### src/rtl/alu_issue_arbiter.sv
// Two-requester round-robin issue stage for the ALU pipeline.
// Holds back RAW-hazarded requests and drives a harmless bubble when idle.
module alu_issue_arbiter #(
    parameter logic [3:0] NOP_FUNC  = 4'd15,
    parameter logic [3:0] SINK_RD   = 4'd0,
    parameter logic [7:0] SINK_ADDR = 8'd255,
    parameter int         HAZ_DEPTH = 1
) (
    input  logic        clk1,
    input  logic        rst_n,
    input  logic        req0_valid,
    output logic        req0_ready,
    input  logic [3:0]  req0_rs1,
    input  logic [3:0]  req0_rs2,
    input  logic [3:0]  req0_rd,
    input  logic [3:0]  req0_func,
    input  logic [7:0]  req0_addr,
    input  logic        req1_valid,
    output logic        req1_ready,
    input  logic [3:0]  req1_rs1,
    input  logic [3:0]  req1_rs2,
    input  logic [3:0]  req1_rd,
    input  logic [3:0]  req1_func,
    input  logic [7:0]  req1_addr,
    output logic [3:0]  alu_rs1,
    output logic [3:0]  alu_rs2,
    output logic [3:0]  alu_rd,
    output logic [3:0]  alu_func,
    output logic [7:0]  alu_addr,
    output logic        issue_valid,
    output logic        issue_src,
    output logic [15:0] issue_count,
    output logic [15:0] stall_count
);

    typedef struct packed {
        logic [3:0] rs1;
        logic [3:0] rs2;
        logic [3:0] rd;
        logic [3:0] func;
        logic [7:0] addr;
    } op_t;

    localparam op_t BUBBLE = '{4'd0, 4'd0, SINK_RD, NOP_FUNC, SINK_ADDR};

    op_t                        r_op;
    logic                       r_valid;
    logic                       r_src;
    logic                       r_last;
    logic [15:0]                r_icnt;
    logic [15:0]                r_scnt;
    logic [HAZ_DEPTH-1:0]       r_tag_v;
    logic [HAZ_DEPTH-1:0][3:0]  r_tag_rd;

    op_t  w_op0;
    op_t  w_op1;
    op_t  w_op;
    logic w_blk0;
    logic w_blk1;
    logic w_el0;
    logic w_el1;
    logic w_gnt0;
    logic w_gnt1;
    logic w_any;
    logic w_stall;
    logic w_tag_v;

    assign w_op0 = '{req0_rs1, req0_rs2, req0_rd, req0_func, req0_addr};
    assign w_op1 = '{req1_rs1, req1_rs2, req1_rd, req1_func, req1_addr};

    // Tags never hold SINK_RD, so scratch reads can never match.
    always_comb begin
        w_blk0 = 1'b0;
        w_blk1 = 1'b0;
        for (int i = 0; i < HAZ_DEPTH; i++) begin
            if (r_tag_v[i]) begin
                if (req0_rs1 == r_tag_rd[i] || req0_rs2 == r_tag_rd[i])
                    w_blk0 = 1'b1;
                if (req1_rs1 == r_tag_rd[i] || req1_rs2 == r_tag_rd[i])
                    w_blk1 = 1'b1;
            end
        end
    end

    assign w_el0   = req0_valid && !w_blk0;
    assign w_el1   = req1_valid && !w_blk1;
    assign w_gnt0  = w_el0 && (!w_el1 || r_last);
    assign w_gnt1  = w_el1 && (!w_el0 || !r_last);
    assign w_any   = w_gnt0 || w_gnt1;
    assign w_op    = w_gnt1 ? w_op1 : w_op0;
    assign w_stall = (req0_valid || req1_valid) && !w_any;
    assign w_tag_v = w_any && (w_op.rd != SINK_RD);

    assign req0_ready = w_gnt0;
    assign req1_ready = w_gnt1;

    always_ff @(posedge clk1 or negedge rst_n) begin
        if (!rst_n) begin
            r_op     <= BUBBLE;
            r_valid  <= 1'b0;
            r_src    <= 1'b0;
            r_last   <= 1'b1;
            r_icnt   <= 16'd0;
            r_scnt   <= 16'd0;
            r_tag_v  <= '0;
            r_tag_rd <= '0;
        end else begin
            r_op    <= w_any ? w_op : BUBBLE;
            r_valid <= w_any;
            r_src   <= w_gnt1;
            if (w_any)
                r_last <= w_gnt1;
            if (w_any && r_icnt != 16'hFFFF)
                r_icnt <= r_icnt + 16'd1;
            if (w_stall && r_scnt != 16'hFFFF)
                r_scnt <= r_scnt + 16'd1;
            for (int i = HAZ_DEPTH - 1; i > 0; i--) begin
                r_tag_v[i]  <= r_tag_v[i-1];
                r_tag_rd[i] <= r_tag_rd[i-1];
            end
            r_tag_v[0]  <= w_tag_v;
            r_tag_rd[0] <= w_op.rd;
        end
    end

    assign alu_rs1     = r_op.rs1;
    assign alu_rs2     = r_op.rs2;
    assign alu_rd      = r_op.rd;
    assign alu_func    = r_op.func;
    assign alu_addr    = r_op.addr;
    assign issue_valid = r_valid;
    assign issue_src   = r_src;
    assign issue_count = r_icnt;
    assign stall_count = r_scnt;

endmodule

### config.mk
export PLATFORM = sky130hd
export DESIGN_NAME = alu_issue_arbiter
export DESIGN_NICKNAME = d
export VERILOG_FILES = /design/src/rtl/alu_issue_arbiter.sv
export SDC_FILE = /design/constraint.sdc
export NUM_CORES = 1
export LEC_CHECK = 0
export ABC_CLOCK_PERIOD_IN_PS = 4050
export CAP_MARGIN = 40
export CORE_UTILIZATION = 48
export DETAILED_ROUTE_END_ITERATION = 8
export PLACE_DENSITY = 0.83
export SLEW_MARGIN = 10
export SYNTH_ARGS = -nofsm -noshare
export SYNTH_HDL_FRONTEND = slang
export SYNTH_SLANG_ARGS = --single-unit
### constraint.sdc
create_clock -name clk1 -period 4.05 [get_ports clk1]
set_clock_uncertainty 0.05 [all_clocks]
set_input_delay 0.405 -clock clk1 [delete_from_list [all_inputs] [get_ports clk1]]
set_output_delay 0.405 -clock clk1 [all_outputs]
set_load 0.02 [all_outputs]
After elaboration in Yosys (flattened, before gate mapping)
Index checks and enable logic that the tools add are counted.
- flip-flop bits (word level): 64
- word-level logic and storage cells: 47
- add/subtract/negate cells: 2
- eq/ne operators: 6
- muxes and demuxes: 6
- reductions and logical operators: 21
- operators by type and width (cell ; number):
    $mux W24 ; 2
    $add A16 B1 Y16 const B ; 2
    $ne A16 B16 Y1 const B ; 2
    $eq A4 B4 Y1 ; 4
    $logic_and A1 B1 Y1 ; 8
    $logic_not A1 Y1 ; 6
    $logic_or A1 B1 Y1 ; 6
    $mux W1 ; 4
    $reduce_bool A4 Y1 ; 1

Longest topological paths before layout
- word-level depth: 13
- depth in mapped cells: 8
- depth with buffers taken out: 7

Worst setup path after synthesis
OpenSTA, ideal clock, no wires.
- path type: register to output
- start point: reg r_tag_rd[1] (netlist bit)
- end point: out req1_ready
- arrival: 1.885 ns
- path slack: 1.710 ns
- stages on the path, launching flop included: 8
- buffers on the path: 2
- cells stage by stage: dfrtp_1 xor2_1 nor4_2 o21ai_1 a311o_1 buf_6 clkbuf_1 inv_1
- longest elaborated chain between the ends: 9
- elaborated cells on any way between the ends: 17
- RTL lines (item ; line ; text):
    start: declaration ; 53 ; logic [HAZ_DEPTH-1:0][3:0] r_tag_rd;
    start signal: indexed assignment ; 119 ; r_tag_rd[i] <= r_tag_rd[i-1];
    $eq A4 B4 Y1 ; 77 ; if (req0_rs1 == r_tag_rd[i] || req0_rs2 == r_tag_rd[i])
    $logic_or A1 B1 Y1 ; 77 ;
    $mux W1 ; 77 ;
    $mux W1 ; 76 ; if (r_tag_v[i]) begin
    $logic_not A1 Y1 ; 85 ; assign w_el0 = req0_valid && !w_blk0;
    $logic_and A1 B1 Y1 ; 85 ;
    $logic_not A1 Y1 ; 88 ; assign w_gnt1 = w_el1 && (!w_el0 || !r_last);
    $logic_or A1 B1 Y1 ; 88 ;
    $logic_and A1 B1 Y1 (*) ; 88 ;
    end: declaration ; 19 ; output logic req1_ready,
Every way passes the cells marked *; elsewhere a longest branch is shown, timed or not.

Final worst setup path
- start point: in req0_rs2[3]
- end point: out req0_ready
- longest elaborated chain between the ends: 7
- RTL lines (item ; line ; text):
    start: declaration ; 14 ; input logic [3:0] req0_rs2,
    $eq A4 B4 Y1 ; 77 ;
    $logic_or A1 B1 Y1 ; 77 ;
    $mux W1 ; 77 ;
    $mux W1 ; 76 ;
    $logic_not A1 Y1 ; 85 ;
    $logic_and A1 B1 Y1 ; 85 ;
    $logic_and A1 B1 Y1 ; 87 ; assign w_gnt0 = w_el0 && (!w_el1 || r_last);
    end: declaration ; 12 ; output logic req0_ready,
No other way between the ends.

==> run_results.csv <==
group,metric,value,unit
timing,slew_headroom,0.581,
synthesis,synth_top_family_by_area,"simple AND/OR/NAND/NOR gates",
cts,clk_latency,0.33,ns
route,drt_wl_total,7160,um
timing,hold_violations,0,
outcome,status,"complete, no violations",
place,dp_hpwl,5230,um
power_and_ir_drop,sw_frac_of_total,0.339,
global_routing,grt.total_usage,0.227,
timing,finalSetupTns,0,ns
final_layout,antenna_cells,0,
global_routing,grt_pass1_vias,2389,
floorplan,core_area,0.00599,sq mm
timing,period_share,0.769,
synthesis,synth_xor_area_frac,0.128,
power_and_ir_drop,peakVddDrop,0.467,mV
timing,max_freq,0.321,GHz
synthesis,synth_edf_count,0,
flow_run,drv_cap,0,
place,place_congestion,0.857,
timing,timing.hold.ws,0.0360,ns
timing,tightest_slew,0.629,ns
cts,clk_pin_slew_worst_paths,0.07,ns
global_routing,antenna_found_initial,0,
final_layout,syn2layout_area_growth,46.4,%
cts,tritoncts,"yes",
floorplan,die_w,81.2,um
synthesis,synth_nets,318,
synthesis,synth-simple-area-share,0.172,
place,port-buffer-count,111,
cts,cts.sinks,64,
timing,slew_violations,0,
synthesis,ys_ff_latch,64,
cts,cts_buffers,9,
floorplan,fp.dieH,81.2,um
final_layout,drive_gt1_frac,0.134,
setup_path,critical_path_class,"in -> out",
route,wire_per_inst,15.5,um
timing,period_needed,3.12,ns
synthesis,syn_area,0.00301,sq mm
power_and_ir_drop,p_seq_frac,0.410,
cts,h-tree-depth,3,
final_layout,seqCellArea,0.00162,sq mm
power_and_ir_drop,power_switching,0.765,mW
timing,finalSetupViolCount,0,
setup_path,critPathMaxStageDelay,0.59,ns
global_routing,grt_pass1_wl,11200,um
cts,holdBufCountCts,0,
setup_path,cp-end-kind,"output pin",
synthesis,synth-compound-area-share,0.0806,
power_and_ir_drop,combPwrFrac,0.357,
hold_path,hp-class,"in -> async",
setup_path,startpoint_type,"primary input",
timing,grt_setup_unrepaired,"no",
final_layout,final_net_count,437,
route,dr.pass1.iters,4,
setup_path,cp_cell_sequence,"clkdlybuf4s50_1 > xor2_1 > nor4_2 > o21a_1 > nor2_2 > o21ai_0 > buf_4 > inv_1 > clkdlybuf4s50_1",
setup_path,slowest_stage,"clkdlybuf4s50_1",
synthesis,muxShareOfSynthArea,0.0349,
route,drtAntennaViolNets,0,
synthesis,synth_fa_ha_area_frac,0.00831,
global_routing,grt_max_degree,38,
synthesis,ys.flop_type,"dfrtp_1",
power_and_ir_drop,p_int,1.49,mW
cts,postCtsSetupRepairBufs,0,
synthesis,netlist_top_cells_count,"dfrtp_1, xor2_1, nand3_1",
synthesis,ys_seq_area_frac,0.537,
synthesis,yosysMostFrequentCell,"dfrtp_1",
floorplan,num_rows,28,
power_and_ir_drop,p_per_area,512,mW/mm^2
cts,clockBufferDepth,2,
setup_path,arrival,2.66,ns
cts,cts_root_buf,"clkbuf_8",
global_routing,grt_overflow,0,
route,num_vias,2492,
synthesis,syn_inst,264,
floorplan,die-area,0.00660,sq mm
setup_path,path_common_cell,"clkdlybuf4s50_1",
route,viasPerCell,5.38,
synthesis,async_reset_ff_frac,1.00,
setup_path,cp_max_fo,13,
synthesis,syn_area_per_cell,11.4,sq um
final_layout,final.fill_count,425,
setup_path,required,3.60,ns
cts,ctsResizeCount,0,
synthesis,yosys.area.top_type_share,0.424,
floorplan,ios,112,
synthesis,synthTopCellsByArea,"dfrtp_1, xor2_1, dfstp_2",
synthesis,yosysWarnings,0,
route,drtIter0Drc,84,
route,remaining_drc_errors,0,
final_layout,multi_input_area,0.00128,sq mm
synthesis,synth_cell_types,36,
floorplan,initial_core_util,0.503,
power_and_ir_drop,p_leak,1.90,nW
synthesis,netlist.top_cell.by_area,"dfrtp_1",
power_and_ir_drop,clkPwrFrac,0.233,
through the flow:
step / setup WS [ns] / total power [mW] / cells / util / instance area, sq um
2_1_floorplan: 1.71 / 1.34 / 264 / - / 3010
3_3_place_gp: 0.959 / 1.72 / 446 / 0.702 / 4200
3_5_place_dp: 0.940 / 1.74 / 447 / 0.703 / 4210
4_1_cts: 0.934 / 2.28 / 463 / 0.736 / 4410
5_1_grt: 0.753 / 2.38 / 463 / 0.736 / 4410
6_report: 0.935 / 2.26 / 463 / 0.736 / 4410
state kept, by name (all words and copies together), names as in the netlist:
signal / count
issue_count: 16
issue_valid: 1
r_tag_rd: 4
alu_rd: 4
r_last: 1
alu_func: 4
stall_count: 16
alu_rs2: 4
alu_rs1: 4
issue_src: 1
r_tag_v: 1
alu_addr: 8
placed cells by master (no fill, tap or decap), drive strengths merged:
cell type / n
nor4: 17
o21a: 2
clkdlybuf4s50: 110
nor4b: 2
and3: 5
nand3: 20
a311o: 1
nor3: 12
o21ai: 15
ha: 2
mux2: 8
a22oi: 1
nand2: 9
xnor2: 3
dfstp: 13
clkinvlp: 1
or3: 1
o22a: 12
and4: 2
dfrtp: 51
nor3b: 2
nand4: 5
inv: 17
o2111ai: 1
buf: 7
a211oi: 1
clkinv: 1
and2: 6
clkbuf: 14
nor2: 5
or4: 1
xor2: 41
metal layers:
| metal | vias up | part of all wire | wire [um] | global-route usage |
|---|---|---|---|---|
| met5 | - | 0 | 0 | 0 |
| met4 | 0 | 0.019 | 138 | 0.105 |
| met3 | 13 | 0.066 | 472 | 0.0517 |
| met2 | 93 | 0.48 | 3470 | 0.366 |
| met1 | 1211 | 0.43 | 3080 | 0.291 |
| li1 | 1175 | - | - | - |
layout make-up:
type	count	share of cell area
Clock buffer	14	0.0417
Clock inverter	2	0.00284
Inverter	17	0.0150
Multi-Input combinational cell	174	0.291
Sequential cell	64	0.367
Tap cell	75	0.0213
Timing Repair Buffer	117	0.261
critical path: cells and delay by family:
family | cells | cell delay, ns
buf+inv | 4 | 1.35
simple gates | 2 | 0.35
compound gates | 2 | 0.34
xor+xnor | 1 | 0.20
power by group through the flow:
stage | Sequential (mW) | Clock (mW) | Combinational, mW
floorplan | 1.07 | 0 | 0.269
global placement | 0.929 | 0 | 0.795
detailed placement | 0.932 | 0 | 0.811
CTS | 0.925 | 0.538 | 0.815
global route | 0.948 | 0.565 | 0.870
finish | 0.925 | 0.525 | 0.805
path summary, 6_finish.rpt:
path / start / to / slack, ns / cells after the start
setup / recovery: req0_rs2[3] / req0_ready / 0.93 / 9
hold / removal: rst_n / alu_rs1[0] / 0.04 / 1
min in group clk1: issue_count[5] / issue_count[5] / 0.43 / 1
hold reg to reg: issue_count[5] / issue_count[5] / 0.43 / 1
setup reg to reg: r_tag_rd[1] / alu_rd[0] / 1.55 / 7
max in group asynchronous: rst_n / alu_rd[2] / 3.00 / 2
logic make-up (layout without fill, tap and decap cells):
| group | Yosys count | in the layout |
|---|---|---|
| simple gates | 87 | 87 |
| compound gates | 33 | 33 |
| fa+ha+maj | 2 | 2 |
| buf+inv | 26 | 150 |
| flops | 64 | 64 |
| mux | 8 | 8 |
| xor+xnor | 44 | 44 |
Note: power is estimated with default switching activity, not from simulation.
